`config.mk`:
```
export PLATFORM = sky130hd
export DESIGN_NAME = fp_flag_acc
export DESIGN_NICKNAME = d
export VERILOG_FILES = /design/src/rtl/fp_flag_acc.sv
export SDC_FILE = /design/constraint.sdc
export NUM_CORES = 1
export LEC_CHECK = 0
export BUFFER_PORTS_ARGS = -buffer_cell sky130_fd_sc_hd__clkbuf_2
export CELL_PAD_IN_SITES_DETAIL_PLACEMENT = 1
export CELL_PAD_IN_SITES_GLOBAL_PLACEMENT = 1
export CORE_MARGIN = 2
export CORE_UTILIZATION = 29
export DETAILED_ROUTE_END_ITERATION = 10
export GPL_TIMING_DRIVEN = 0
export PLACE_DENSITY_LB_ADDON = 0.1
export RECOVER_POWER = 100
export SETUP_SLACK_MARGIN = 0.05
export SYNTH_ARGS = -nofsm -noshare
export SYNTH_HDL_FRONTEND = slang
export SYNTH_SLANG_ARGS = --single-unit
export TNS_END_PERCENT = 1
```
`constraint.sdc`:
```
create_clock -name clk -period 1.45 [get_ports clk]
set_input_delay 0.0725 -clock clk [delete_from_list [all_inputs] [get_ports clk]]
set_output_delay 0.0725 -clock clk [all_outputs]
set_load 0.01 [all_outputs]
```
`src/rtl/fp_flag_acc.sv`:
```
// fp_flag_acc: per-lane IEEE-754 status generation, PIPE-deep status pipeline, sticky fflags with CSR write.
// Status PIPE cycles after in_valid, fflags one cycle later; no backpressure. Trap pulse under FP_FLAG_TRAP_EN.
module fp_flag_acc #(
   parameter int LANES = 4,
   parameter int PIPE  = 1
) (
   input  logic               clk,
   input  logic               rst,
   input  logic [LANES-1:0]   in_valid,
   input  logic [LANES-1:0]   a_is_nan,
   input  logic [LANES-1:0]   b_is_nan,
   input  logic [LANES-1:0]   a_is_q,
   input  logic [LANES-1:0]   b_is_q,
   input  logic [LANES-1:0]   r_is_0nan,
   input  logic [LANES-1:0]   div_zero,
   input  logic [LANES-1:0]   overflow,
   input  logic [LANES-1:0]   underflow,
   input  logic [LANES-1:0]   inexact_rnd,
   input  logic [LANES-1:0]   inexact_sft,
   input  logic               flush,
   input  logic               csr_wr,
   input  logic [4:0]         csr_wdata,
`ifdef FP_FLAG_TRAP_EN
   input  logic [4:0]         trap_en,
`endif
   output logic [LANES-1:0]   out_valid,
   output logic [5*LANES-1:0] status,
   output logic [4:0]         fflags
`ifdef FP_FLAG_TRAP_EN
   ,
   output logic               trap
`endif
);

   logic [LANES-1:0][4:0] raw_st;
   logic [LANES-1:0]      pipe_vld;
   logic [LANES-1:0][4:0] pipe_st;
   logic [LANES-1:0][4:0] out_st;
   logic [4:0]            retire_or;
   logic [4:0]            fflags_d, fflags_q;

   // Quiet-NaN propagation is deliberately excluded from NV; overflow always implies NX.
   always_comb begin
      raw_st = '0;
      for (int i = 0; i < LANES; i++) begin
         if (in_valid[i]) begin
            raw_st[i][4] = (a_is_nan[i] & ~a_is_q[i]) | (b_is_nan[i] & ~b_is_q[i]) | r_is_0nan[i];
            raw_st[i][3] = div_zero[i];
            raw_st[i][2] = overflow[i];
            raw_st[i][1] = underflow[i];
            raw_st[i][0] = inexact_rnd[i] | inexact_sft[i] | overflow[i];
         end
      end
   end

   generate
      if (PIPE == 0) begin : g_comb
         assign pipe_vld = in_valid;
         assign pipe_st  = raw_st;
      end else begin : g_pipe
         logic [LANES-1:0]      vld_d [PIPE];
         logic [LANES-1:0]      vld_q [PIPE];
         logic [LANES-1:0][4:0] st_d  [PIPE];
         logic [LANES-1:0][4:0] st_q  [PIPE];

         always_comb begin
            vld_d[0] = flush ? '0 : in_valid;
            st_d[0]  = raw_st;
            for (int s = 1; s < PIPE; s++) begin
               vld_d[s] = flush ? '0 : vld_q[s-1];
               st_d[s]  = st_q[s-1];
            end
         end

         always_ff @(posedge clk) begin
            if (rst) begin
               for (int s = 0; s < PIPE; s++) vld_q[s] <= '0;
            end else begin
               vld_q <= vld_d;
            end
         end

         // Status is qualified by valid at the output, so the data stages need no reset.
         always_ff @(posedge clk) begin
            st_q <= st_d;
         end

         assign pipe_vld = vld_q[PIPE-1];
         assign pipe_st  = st_q[PIPE-1];
      end
   endgenerate

   always_comb begin
      out_st    = '0;
      retire_or = '0;
      for (int i = 0; i < LANES; i++) begin
         if (pipe_vld[i]) begin
            out_st[i] = pipe_st[i];
            retire_or = retire_or | pipe_st[i];
         end
      end
   end

   assign out_valid = pipe_vld;
   assign status    = out_st;

   // Retiring flags are ORed after the software write so a same-cycle write cannot drop them.
   always_comb begin
      fflags_d = (csr_wr ? csr_wdata : fflags_q) | retire_or;
   end

   always_ff @(posedge clk) begin
      if (rst) fflags_q <= '0;
      else     fflags_q <= fflags_d;
   end

   assign fflags = fflags_q;

`ifdef FP_FLAG_TRAP_EN
   logic trap_d, trap_q;

   always_comb begin
      trap_d = |(trap_en & retire_or);
   end

   always_ff @(posedge clk) begin
      if (rst) trap_q <= 1'b0;
      else     trap_q <= trap_d;
   end

   assign trap = trap_q;
`endif

endmodule

```
# Word level (Yosys, flattened, before mapping)
# Index checks and enable logic that the tools add are counted.
# word_totals
ff_bits	29
inputBits	53
# op_classes
mux	8
bitwise_logic	36
reduce_logical	1
# ops
cell	n
2-to-1 mux 5 bit	8
bitwise OR 5 bit	4
bitwise OR 1 bit	16
bitwise AND 1 bit	8
NOT 1 bit	8
OR reduction 2 bit	1

# Depth between registers and ports, before layout
# Gate-level depths: netlist of run 1.
# depth
word_depth	8
mapped_depth	3
mapped_depth_nobuf	2

# Least setup slack after synthesis of run 1
# Ideal clock, no wire load.
# synth_timing
path_type	reg2reg
start	register g_pipe.vld_q, in the netlist out_valid[1]
end	register fflags_q[2], in the netlist fflags[2]
t_arrival_ns	0.734
required_time_ns	1.323
slack_ns	0.590
path_stages_with_launch	4
n_path_buf	1
cell_sequence	dfxtp_1 -> buf_2 -> a22oi_1 -> a31oi_1
# synth_between
elab_chain_len	6
# synth_lines
item	line_no	source
from (decl)	62	logic [LANES-1:0] vld_q [PIPE];
from (signal assigned)	79	vld_q <= vld_d;
2-to-1 mux 5 bit *	97	if (pipe_vld[i]) begin
bitwise OR 5 bit	99	retire_or = retire_or | pipe_st[i];
2-to-1 mux 5 bit *	97	
bitwise OR 5 bit	99	
2-to-1 mux 5 bit *	97	
bitwise OR 5 bit *	109	fflags_d = (csr_wr ? csr_wdata : fflags_q) | retire_or;
to (signal assigned)	114	else fflags_q <= fflags_d;
to (decl)	40	logic [4:0] fflags_d, fflags_q;
# Mark *: on every way between the ends. The rest lies on a longest branch, timed or not.
# A chain may end at the register's enable or synchronous reset.

# Worst setup path in the final report of run 1
# layout_timing
start	register g_pipe.vld_q, in the netlist out_valid[3]
end	output status[18]
# layout_between
elab_chain_len	1
# layout_lines
item	line_no	source
2-to-1 mux 5 bit	97	
to (decl)	27	output logic [5*LANES-1:0] status,
# No other way between the ends.

==> results of run 1 <==
## Yosys cell counts
master | count | area share (%)
a31oi_1 | 5 | 2.8
buf_6 | 1 | 1.0
mux2i_1 | 5 | 4.5
nor2_1 | 1 | 0.34
nor2b_1 | 8 | 4.5
and2_1 | 36 | 20
buf_2 | 4 | 1.8
dfxtp_1 | 29 | 52
a22oi_1 | 10 | 6.7
o31a_1 | 8 | 6.3
## logic make-up (layout without fill, tap and decap cells)
group	Yosys count	count (layout)	share of synthesized area, %
AO/OA/AOI/OAI	23	23	15.79
multiplexers	5	5	4.479
buffers and inverters	5	94	2.800
AND/OR/NAND/NOR	45	45	24.97
flip-flops	29	29	51.96
## cell type report
class	instances	area (µm²)	area share [%]
flip-flops and latches	29	580.6	35.42
multi-input cells	73	505.5	30.84
repair buffers	81	381.6	23.28
clock buffers	8	80.08	4.886
well taps	48	60.06	3.664
plain buffers	5	31.28	1.908
## layout by cell type, fill, tap and decap left out
master	Yosys	layout
mux2i_1	5	5
and2_1	36	16
a22oi_1	10	10
o31a_1	8	8
nor2b_1	8	8
buf_6	1	1
nor2_1	1	1
clkbuf_2	0	57
and2_0	0	20
dlygate4sd3_1	0	1
dfxtp_1	29	29
clkbuf_1	0	26
buf_2	4	4
a31oi_1	5	5
clkbuf_8	0	5
## worst register-to-register path, delay by kind of cell (launching register included)
family	cells	cell delay [ns]
AO/OA/AOI/OAI	2	0.35
buffers and inverters	1	0.16
flip-flops	1	0.30
## flip-flops by register name, indices dropped and copies added (netlist names)
register     cells
fflags           5
g_pipe.st_q     20
out_valid        4
## metal layers
layer | GRT usage (%) | vias up
met2 | 25.00 | 50
met4 | 5.357 | 0
met1 | 16.65 | 472
met5 | 0 | -
li1 | - | 544
met3 | 5.451 | 4
## power breakdown
part	internal [W]	switching (W)	total (W)
registers	0.000848	0.0000243	0.000872
clock network	0.000340	0.000268	0.000608
logic	0.000112	0.0000915	0.000204
## metrics by stage
stage,worst slack (ns),hold slack [ns],std cells,cell area [µm²],total power [W]
floorplan,0.5898,0.1419,107,1117,0.0009771
global placement,0.5169,0.2857,235,1578,0.001096
detailed placement,0.5039,0.2907,235,1578,0.001104
CTS,0.2724,0.007474,243,1658,0.001721
global route,0.1844,0.009458,244,1639,0.001778
finish,0.2865,0.01021,244,1639,0.001684
## worst max path at each step
stage                       from         end  slack (ns)
floorplan           out_valid[1]   fflags[2]        0.59
global route        out_valid[3]  status[17]        0.18
global placement    out_valid[2]   fflags[3]        0.52
finish              out_valid[3]  status[18]        0.29
detailed placement  out_valid[2]   fflags[3]        0.50
CTS                 out_valid[3]  status[18]        0.27
==> metrics.yaml, run 1 <==
synthesis:
  synth_seq_cells: 29
  ys_types: 10
  synth_nets: 160
  syn_area_per_cell_um2: 10.44
  synth.cell_area_um2: 1117
  ys_warn_count: 0
  postSynthCellCount: 107
  seq_area_frac_synth_pct: 51.96
critical_path:
  path_cells: "buf_2 > and2_0 > clkbuf_2"
  end_kind: "output port"
  worstPathMaxFanout: 10
  path_class: "reg2out"
  cp_data_arrival_time_ns: 1.09
  path_buf_inv: 2
  r2r_start: "out_valid[2]"
  cpPeakStageDelay_ns: 0.33
  reg2reg_to: "fflags[0]"
  worstPathRequired_ns: 1.38
  cp.depth: 3
  ff2ff_setup_slack_ns: 0.51
  ff2ff_path_depth: 3
  startpoint_type: "flip-flop"
  cp_top_family: "flip-flops"
  slowest_stage: "dfxtp_1"
routing:
  firstDrtPassIters: 3
  drtIter0Drc: 17
  drt-vias-per-instance: 4.385
  post-route-drc-count: 0
  wl_met3_um: 260
  wl_met1_um: 1317
  wl_um: 2999
  antenna_left: 0
  wl_per_cell_um: 12.29
  dr_total_vias: 1070
  highest_layer: "met4"
  met2WireLength_um: 1391
cells_and_area:
  utilization_pct: 44.44
  n_antenna_cell: 0
  nets: 248
  areaGrowthSynthToFinish_pct: 46.70
  fillers: 473
  drive_gt1_share_pct: 34.18
floorplanning:
  start_util_pct: 30.29
  die_h_um: 66.07
  std_cell_rows: 22
  die_w_um: 66.07
  coreArea_um2: 3689
  design.die.area_um2: 4365
  ios: 82
clock_tree:
  ctsResizeCount: 0
  cts_tree: "built"
  cts.clk_slew.worst_paths_ns: 0.06
  cts_hold_buf: 0
  worstSkewPairLatency_ns: 0.27
  h-tree-depth: 2
  clkSinkCount: 29
  cts_made_buffers: 5
  post-cts-setup-buffer-count: 0
  clk_path_buf_depth: 2
  root_buffer: "clkbuf_8"
hold_path:
  hold_start: "underflow[2]"
  hold_path_depth: 2
  hold_path_class: "in2reg"
  min_to: "g_pipe.st_q[11]"
power:
  ir_drop_mv: 0.4187
  leakage_nw: 0.7441
  power_per_cell_area_nw_per_um2: 1027
grt:
  grt_max_degree: 11
  gr-usage-all-layers_pct: 14.65
  grt_pass1_wl_um: 4698
  gr-total-overflow: 0
  antenna_found_initial: 0
  grt_pass1_vias: 1078
timing:
  hold_viol: 0
  fin_setup_tns_ns: 0
  period_minus_slack_ns: 1.164
  finalCritPeriodShare_pct: 80.24
  setup_violations: 0
  worst_pin_slew_ns: 0.4672
  finalClockSkew_ns: 0.002594
  rsz0062_at_grt: "false"
  relSlewSlack_pct: 68.74
  slew_viol_final: 0
  max_freq_mhz: 859.5
placed_design:
  gp_congestion: 0.6855
  portBuffers: 80
  dpl.hpwl_um: 2501
outcome:
  status: "finished, final reports clean"
job:
  drv_cap: 0
(Power assumes the default switching activity.)
==> inputs of run 2 (changes only) <==
--- a/config.mk
+++ b/config.mk
@@ -9,7 +9,7 @@
 export CELL_PAD_IN_SITES_DETAIL_PLACEMENT = 1
 export CELL_PAD_IN_SITES_GLOBAL_PLACEMENT = 1
 export CORE_MARGIN = 2
-export CORE_UTILIZATION = 29
+export CORE_UTILIZATION = 27
 export DETAILED_ROUTE_END_ITERATION = 10
 export GPL_TIMING_DRIVEN = 0
 export PLACE_DENSITY_LB_ADDON = 0.1
==> constraint.sdc (replaced) <==
create_clock -name clk -period 1.16 [get_ports clk]
set_input_delay 0.058 -clock clk [delete_from_list [all_inputs] [get_ports clk]]
set_output_delay 0.058 -clock clk [all_outputs]
set_load 0.01 [all_outputs]
==> metrics.yaml, run 2 (synthesis results as in run 1) <==
clock_tree:
  h-tree-depth: 2  # unchanged
  clkSinkCount: 29  # unchanged
  clk_path_buf_depth: 2  # unchanged
  cts.clk_slew.worst_paths_ns: 0.06  # about the same
  cts_tree: "built"
  cts_made_buffers: 5  # unchanged
  root_buffer: "clkbuf_8"
  worstSkewPairLatency_ns: 0.27  # about the same
floorplanning:
  die_w_um: 68.33  # +3.4%
  die_h_um: 68.33  # +3.4%
  design.die.area_um2: 4669  # +7.0%
  coreArea_um2: 4000  # +8.4%
  start_util_pct: 27.93  # -2.4 points
  ios: 82  # unchanged
  std_cell_rows: 23  # +4.5%
timing:
  max_freq_mhz: 920.3
  fin_setup_tns_ns: 0  # unchanged
  worst_pin_slew_ns: 0.4855  # +0.01831 ns
  slew_viol_final: 0  # unchanged
  rsz0062_at_grt: "true"
  setup_violations: 0  # unchanged
  period_minus_slack_ns: 1.087
  finalCritPeriodShare_pct: 93.67
  relSlewSlack_pct: 67.51  # -1.2 points
  setup_ws_ns: 0.07340  # -0.2131 ns
  hold_viol: 0  # unchanged
  holdWs_ns: 0.005480  # -0.004726 ns
  finalClockSkew_ns: 0.003258  # +0.0006647 ns
critical_path:
  crit_end: "status[11]"
  ff2ff_path_depth: 3  # unchanged
  worstPathRequired_ns: 1.10  # -0.28 ns
  r2r_start: "out_valid[2]"
  cp_data_arrival_time_ns: 1.03  # -0.06 ns
  ff2ff_setup_slack_ns: 0.18  # -0.33 ns
  critPathLaunch: "out_valid[2]"
  reg2reg_to: "fflags[0]"
  end_kind: "output port"
  path_class: "reg2out"
  worstPathMaxFanout: 10  # unchanged
  startpoint_type: "flip-flop"
routing:
  drt-vias-per-instance: 4.411  # +0.59%
  firstDrtPassIters: 4  # +1
  wl_um: 3337  # +11%
  drtIter0Drc: 20  # +3
  post-route-drc-count: 0  # unchanged
  antenna_left: 0  # unchanged
  dr_total_vias: 1116  # +4.3%
  wl_per_cell_um: 13.19  # +7.3%
cells_and_area:
  largest_reg_flops: 20  # unchanged
  drive_gt1_share_pct: 35.47  # +1.3 points
  areaGrowthSynthToFinish_pct: 57.00
  n_antenna_cell: 0  # unchanged
  fin_cells: 253  # +3.7%
  final_common_cell: "clkbuf_2"
  nets: 256  # +3.2%
  final_cell_mix: "clkbuf_2, and2_1, dfxtp_1"
  stdcell_area_um2: 1754  # +7.0%
  top_register: "g_pipe.st_q"
power:
  power_per_cell_area_nw_per_um2: 1246  # +21%
  leakage_nw: 0.8115  # +9.1%
  ir_drop_mv: 0.7305  # +74%
grt:
  grt_pass1_vias: 1153  # +7.0%
  gr-usage-all-layers_pct: 15.28  # +0.63 points
  antenna_found_initial: 0  # unchanged
  gr-total-overflow: 0  # unchanged
  grt_pass1_wl_um: 5023  # +6.9%
  grt_max_degree: 11  # unchanged
placed_design:
  dpl.hpwl_um: 2702  # +8.0%
  pre_cts_slack_ns: 0.1699  # -0.3340 ns
  portBuffers: 80  # unchanged
  gp_congestion: 0.6552  # -4.4%
  dp.cells: 237  # +0.85%
  place_area_um2: 1580  # +0.16%
job:
  drv_cap: 0  # unchanged
hold_path:
  hold_path_class: "in2reg"
outcome:
  status: "finished, final reports clean"
run 2: cell count changes in the layout (fill, tap and decap cells not counted), sizes merged:
| cell | delta |
|---|---|
| dlygate4sd3 | +8 |
| clkbuf | -1 |
run 2: worst min path at each step:
stage	startpoint	endpoint	slack, ns	cells past startpoint
2_1_floorplan	rst	fflags[0]	0.13	1
3_3_place_gp	div_zero[3]	g_pipe.st_q[18]	0.27	2
3_5_place_dp	div_zero[1]	g_pipe.st_q[8]	0.27	2
4_1_cts	underflow[2]	g_pipe.st_q[11]	0.0002	2
5_1_grt	r_is_0nan[3]	g_pipe.st_q[19]	0.005	2
6_report	overflow[2]	g_pipe.st_q[10]	0.005	2
run 2: per-layer routing:
metal  global-route usage, %  share of wire [%]  vias to the layer above
met1                   16.82                 39                      510
met3                   3.618                5.7                        4
met4                   7.750                1.4                        0
met5                       0                  0                        -
li1                        -                  -                      562
met2                   27.18                 54                       40
run 2: report_power, final:
part	leakage, nW	internal [W]	switching, W
clock network	0.0443	0.000469	0.000340
registers	0.242	0.00106	0.0000317
logic	0.525	0.000165	0.000119
total	0.811	0.00169	0.000491
run 2: final cells by class:
cell class	instances	area (µm²)
plain buffers	5	52.55
clock buffers	7	86.33
fillers	497	2246
multi-input cells	73	505.5
flip-flops and latches	29	580.6
well taps	50	62.56
repair buffers	89	466.7
run 2: through the flow:
stage	utilization, %	power, W
CTS	44.10	0.002231
finish	43.85	0.002186
detailed placement	39.51	0.001382
floorplan	-	0.001221
global route	43.85	0.002305
global placement	39.51	0.001372
run 2: timing repair:
| action | in CTS | in global routing |
|---|---|---|
| hold buffers | 9 | 0 |
| buffers inserted | 0 | 0 |
| endpoints found under the hold margin | 9 | 0 |
| gates resized for setup | 3 | 6 |
| gates cloned | 0 | 0 |
| endpoints found under the setup margin | 20 | 20 |
run 2: worst max-delay path, stage by stage, from the launching register on:
cell and delay, ns:
dfxtp_1 0.35, buf_6 0.14, and2_1 0.12, clkbuf_1 0.15
